### src/rtl/mpuf_arbiter_voter.sv
// Response-capture and majority-vote sequencer for the multi-PUF arbiter bank.
// Repeats clear/launch/sample N_EVAL times, then reports vote, stability and XOR bit.
module mpuf_arbiter_voter #(
  parameter int N_CH    = 4,
  parameter int N_EVAL  = 5,
  parameter int CLR_CYC = 2,
  parameter int TIMEOUT = 8
) (
  input  logic            clk,
  input  logic            clr,
  input  logic            start,
  output logic            launch,
  output logic            arb_clr,
  input  logic [N_CH-1:0] resp_in,
  input  logic            resp_valid,
  output logic [N_CH-1:0] vote_out,
  output logic [N_CH-1:0] stable,
  output logic            xor_out,
  output logic            done,
  output logic            busy,
  output logic            timeout_err
);

  localparam int CW   = $clog2(N_EVAL + 1);
  localparam int TMAX = (CLR_CYC > TIMEOUT) ? CLR_CYC : TIMEOUT;
  localparam int TW   = $clog2(TMAX + 1);

  typedef enum logic [2:0] {
    S_IDLE,
    S_CLEAR,
    S_LAUNCH,
    S_WAIT,
    S_DONE
  } state_t;

  state_t          state, state_nxt;
  logic [CW-1:0]   count [N_CH];
  logic [CW-1:0]   eval_cnt;
  logic [TW-1:0]   timer;
  logic            abort;
  logic            last_eval;
  logic [N_CH-1:0] vote_nxt;
  logic [N_CH-1:0] stable_nxt;

  assign last_eval = (eval_cnt == CW'(N_EVAL - 1));

  always_comb begin
    vote_nxt   = '0;
    stable_nxt = '0;
    for (int ch = 0; ch < N_CH; ch++) begin
      vote_nxt[ch]   = (count[ch] > CW'(N_EVAL / 2));
      stable_nxt[ch] = (count[ch] == '0) || (count[ch] == CW'(N_EVAL));
    end
  end

  always_ff @(posedge clk or posedge clr) begin
    if (clr) state <= S_IDLE;
    else     state <= state_nxt;
  end

  // The timer is shared: it counts the clear window in CLEAR and the response window in WAIT.
  always_comb begin
    state_nxt = state;
    launch    = 1'b0;
    arb_clr   = 1'b0;
    busy      = 1'b1;
    case (state)
      S_IDLE: begin
        arb_clr = 1'b1;
        busy    = 1'b0;
        if (start) state_nxt = S_CLEAR;
      end
      S_CLEAR: begin
        arb_clr = 1'b1;
        if (timer == '0) state_nxt = S_LAUNCH;
      end
      S_LAUNCH: begin
        launch    = 1'b1;
        state_nxt = S_WAIT;
      end
      S_WAIT: begin
        if (resp_valid)        state_nxt = last_eval ? S_DONE : S_CLEAR;
        else if (timer == '0)  state_nxt = S_DONE;
      end
      S_DONE: begin
        arb_clr   = 1'b1;
        state_nxt = S_IDLE;
      end
      default: state_nxt = S_IDLE;
    endcase
  end

  always_ff @(posedge clk or posedge clr) begin
    if (clr) begin
      for (int ch = 0; ch < N_CH; ch++) count[ch] <= '0;
      eval_cnt    <= '0;
      timer       <= '0;
      abort       <= 1'b0;
      vote_out    <= '0;
      stable      <= '0;
      xor_out     <= 1'b0;
      done        <= 1'b0;
      timeout_err <= 1'b0;
    end else begin
      done <= 1'b0;
      case (state)
        S_IDLE: begin
          if (start) begin
            for (int ch = 0; ch < N_CH; ch++) count[ch] <= '0;
            eval_cnt    <= '0;
            abort       <= 1'b0;
            timeout_err <= 1'b0;
            timer       <= TW'(CLR_CYC - 1);
          end
        end
        S_CLEAR: begin
          if (timer != '0) timer <= timer - TW'(1);
        end
        S_LAUNCH: begin
          timer <= TW'(TIMEOUT - 1);
        end
        S_WAIT: begin
          if (resp_valid) begin
            for (int ch = 0; ch < N_CH; ch++)
              count[ch] <= count[ch] + CW'(resp_in[ch]);
            eval_cnt <= eval_cnt + CW'(1);
            timer    <= TW'(CLR_CYC - 1);
          end else if (timer == '0) begin
            abort <= 1'b1;
          end else begin
            timer <= timer - TW'(1);
          end
        end
        S_DONE: begin
          done <= 1'b1;
          if (abort) begin
            vote_out    <= '0;
            stable      <= '0;
            xor_out     <= 1'b0;
            timeout_err <= 1'b1;
          end else begin
            vote_out <= vote_nxt;
            stable   <= stable_nxt;
            xor_out  <= ^vote_nxt;
          end
        end
        default: ;
      endcase
    end
  end

endmodule

### config.mk
export PLATFORM = sky130hd
export DESIGN_NAME = mpuf_arbiter_voter
export DESIGN_NICKNAME = d
export VERILOG_FILES = /design/src/rtl/mpuf_arbiter_voter.sv
export SDC_FILE = /design/constraint.sdc
export NUM_CORES = 1
export LEC_CHECK = 0
export CAP_MARGIN = 20
export CORE_MARGIN = 3
export CORE_UTILIZATION = 24
export CTS_BUF_LIST = sky130_fd_sc_hd__clkbuf_8
export CTS_CLUSTER_SIZE = 10
export DETAILED_ROUTE_END_ITERATION = 10
export MAX_ROUTING_LAYER = met4
export PLACE_DENSITY = 0.49
export SLEW_MARGIN = 40
export SYNTH_ARGS = -nofsm -noshare
export SYNTH_HDL_FRONTEND = slang
export SYNTH_SLANG_ARGS = --single-unit
### constraint.sdc
create_clock -name clk -period 1.8 [get_ports clk]
set_clock_uncertainty 0.15 [all_clocks]
set_input_delay 0.45 -clock clk [delete_from_list [all_inputs] [get_ports clk]]
set_output_delay 0.45 -clock clk [all_outputs]
set_load 0.01 [all_outputs]
==> flow_summary.ini <==
[status]
outcome = complete, no violations

[floorplan]
coreArea_um2 = 6980
initial_core_util_pct = 25.5
num_rows = 30
ioPinCount = 22
dieArea_um2 = 8490
die_w_um = 92.2
die_h_um = 92.2

[setup_path]
reg2reg_to = timer[3]$_DFFE_PP0P_
reg2reg_from = timer[1]$_DFFE_PP0P_
crit_path_start = state[2]$_DFFE_PP0P_
setup.worst_path.start_class = flip-flop
cp_max_fo = 4
arrival_ns = 1.14
setup.worst_path.end_class = output pin
crit_type = reg2out
required_ns = 1.20
r2r_cells = 6
r2r_setup_slack_ns = 0.13

[logic_synthesis]
yosysSeqAreaShare_pct = 47.8
yosysWarnings = 0
ys_types = 37
ys_ff_latch = 34
synth_nets = 180
syn_inst = 160
syn_area_um2 = 1780
synth_top_area_share_pct = 47.8
synthArstFlopShare_pct = 100
synth_ff_type = dfrtp_1
synth_common_cells = 34 x dfrtp_1, 17 x nand2_1, 12 x a22o_1, 12 x ha_1
synthTopCellsByArea = dfrtp_1 48%, ha_1 8.4%, a22o_1 5.9%
synth_edf_count = 0
syn_area_per_cell_um2 = 11.1
synth_top_area_cell = dfrtp_1
yosysMostFrequentCell = dfrtp_1

[hold_path]
holdCritPathClass = reg2reg
hold_path_startpoint = stable[2]$_DFFE_PP0P_
min_to = stable[2]$_DFFE_PP0P_
whs_path_depth = 2

[finish]
finalNonFillerCells = 298
diodes = 0
finalNetCount = 221
syn2layout_area_growth_pct = 34.4
finish.instance_area_um2 = 2390
drive_gt1_share_pct = 23.3
fillers = 733

[detailed_routing]
wl_met3_um = 120
avgRoutedWirePerCell_um = 12.1
remaining_drc_errors = 0
wl_met2_um = 1540
drt_wl_total_um = 3600
route.top_layer_used = met4
wl_met1_um = 1900
drt_first_pass_iters = 3
vias_per_cell = 4.26
drt-initial-drc-count = 44
postRouteAntennaNets = 0
dr_total_vias = 1270

[clock_tree]
cts_root_buffer = clkbuf_8
clkLatencyLatePin_ns = 0.28
clk_pin_slew_ns = 0.07
cts-buffers-inserted = 5
htreeDepth = 2
cts_num_sinks = 34
cts_tree = done
clock_path_buffers = 2
cts_hold_buf = 0

[power_and_ir_drop]
p_leak_uw = 0.00127
power_uw = 3340
power_density_nw_per_um2 = 1390
peakVddDrop_v = 0.000320

[global_route]
antenna_found_initial = 0
grt_usage_pct = 9.54
grt_max_degree = 35
grt_pass1_vias = 1240
overflow = 0
grt_pass1_wl_um = 6180

[timing]
post-route-min-period_ns = 1.74
fmax_mhz = 574
slew_headroom_pct = 75.6
worstMarginPinSlew_ns = 0.366
setup_tns_ns = 0
grt_setup_unrepaired = yes
setup_viol = 0
hold_viol = 0
holdWs_ns = 0.319
finalCritPeriodShare_pct = 96.8
slew_violations = 0

[placed_design]
dp_hpwl_um = 2620
port_buffers = 21
place_inst = 289
place_congestion = 0.758
placed_area_um2 = 2210

[job]
drv_cap = 0
[power by group]
part           switching (µW)  total (µW)  leakage [µW]  internal (µW)
clock                     300         855     0.0000683            555
sequential                205        1160      0.000456            953
combinational             613        1330      0.000748            713
total                    1120        3340       0.00127           2220
[cell usage in the layout (no fill, tap or decap), types with 3 or more instances in the layout]
cell type        count
a21oi_1              7
clkdlybuf4s50_1      8
nor3_1               3
o41ai_1              4
inv_1                8
o21ai_0              3
dlymetal6s2s_1       8
nor2_1               9
nand2_1             17
clkbuf_8             5
a22o_1              12
o31ai_1              5
xor2_1               9
ha_1                12
nand3b_1             3
xnor2_1              3
buf_4               18
dfrtp_1             33
[area by class of cell]
class                      instances  area, µm²  area share (%)
timing repair buffer              42        405            16.9
clock inverter                     3       68.8            2.87
inverter                           8       30.0            1.25
multi-input combinational        110        850            35.5
clock buffer                       5       68.8            2.87
tap                               96        120            5.02
sequential                        34        852            35.6
[logic make-up after synthesis]
| kind of cell | Yosys count | synth area share [%] |
|---|---|---|
| AOI/OAI and AO/OA | 41 | 18.1 |
| buffers and inverters | 16 | 5.76 |
| adders and majority gates | 12 | 8.43 |
| and+or+nand+nor | 44 | 13.4 |
| DFF | 34 | 47.8 |
| xor gates and xnor gates | 12 | 5.90 |
| muxes | 1 | 0.632 |
[timing repair]
item	4_1_cts	5_1_grt
buffers inserted	1	0
endpoints found under the setup margin	5	14
resized for setup	16	14
pin swaps	2	2
[through the flow]
stage | worst slack, ns | util, %
after floorplan | 0.127 | -
after global placement | -0.230 | 31.7
after detailed placement | -0.248 | 31.7
after CTS | 0.00756 | 33.7
after global routing | -0.0533 | 34.3
final | 0.0577 | 34.3
[worst max path at each step]
stage | depth (start not counted) | to | slack, ns
finish | 3 | busy | 0.06
global route | 3 | busy | -0.05
CTS | 1 | vote_out[1] | 0.008
detailed placement | 5 | eval_cnt[0]$_DFFE_PP0P_ | -0.25
global placement | 5 | eval_cnt[0]$_DFFE_PP0P_ | -0.23
floorplan | 6 | timer[3]$_DFFE_PP0P_ | 0.13
[routing by layer]
metal	vias to the layer above	GRT usage (%)
met5	-	-
met1	602	13.3
li1	648	-
met3	4	3.45
met2	16	12.8
met4	0	2.97
[flip-flops by register name (all words and copies together), names as in the netlist]
signal	count
timer	4
count	12
abort	1
xor_out	1
vote_out	4
done	1
state	3
stable	4
eval_cnt	3
timeout_err	1
[worst max-delay path, stage by stage (launching register included)]
cell	delay, ns
dfrtp_1	0.43
nor3_2	0.22
inv_1	0.07
buf_2	0.14
(Power assumes the default switching activity.)
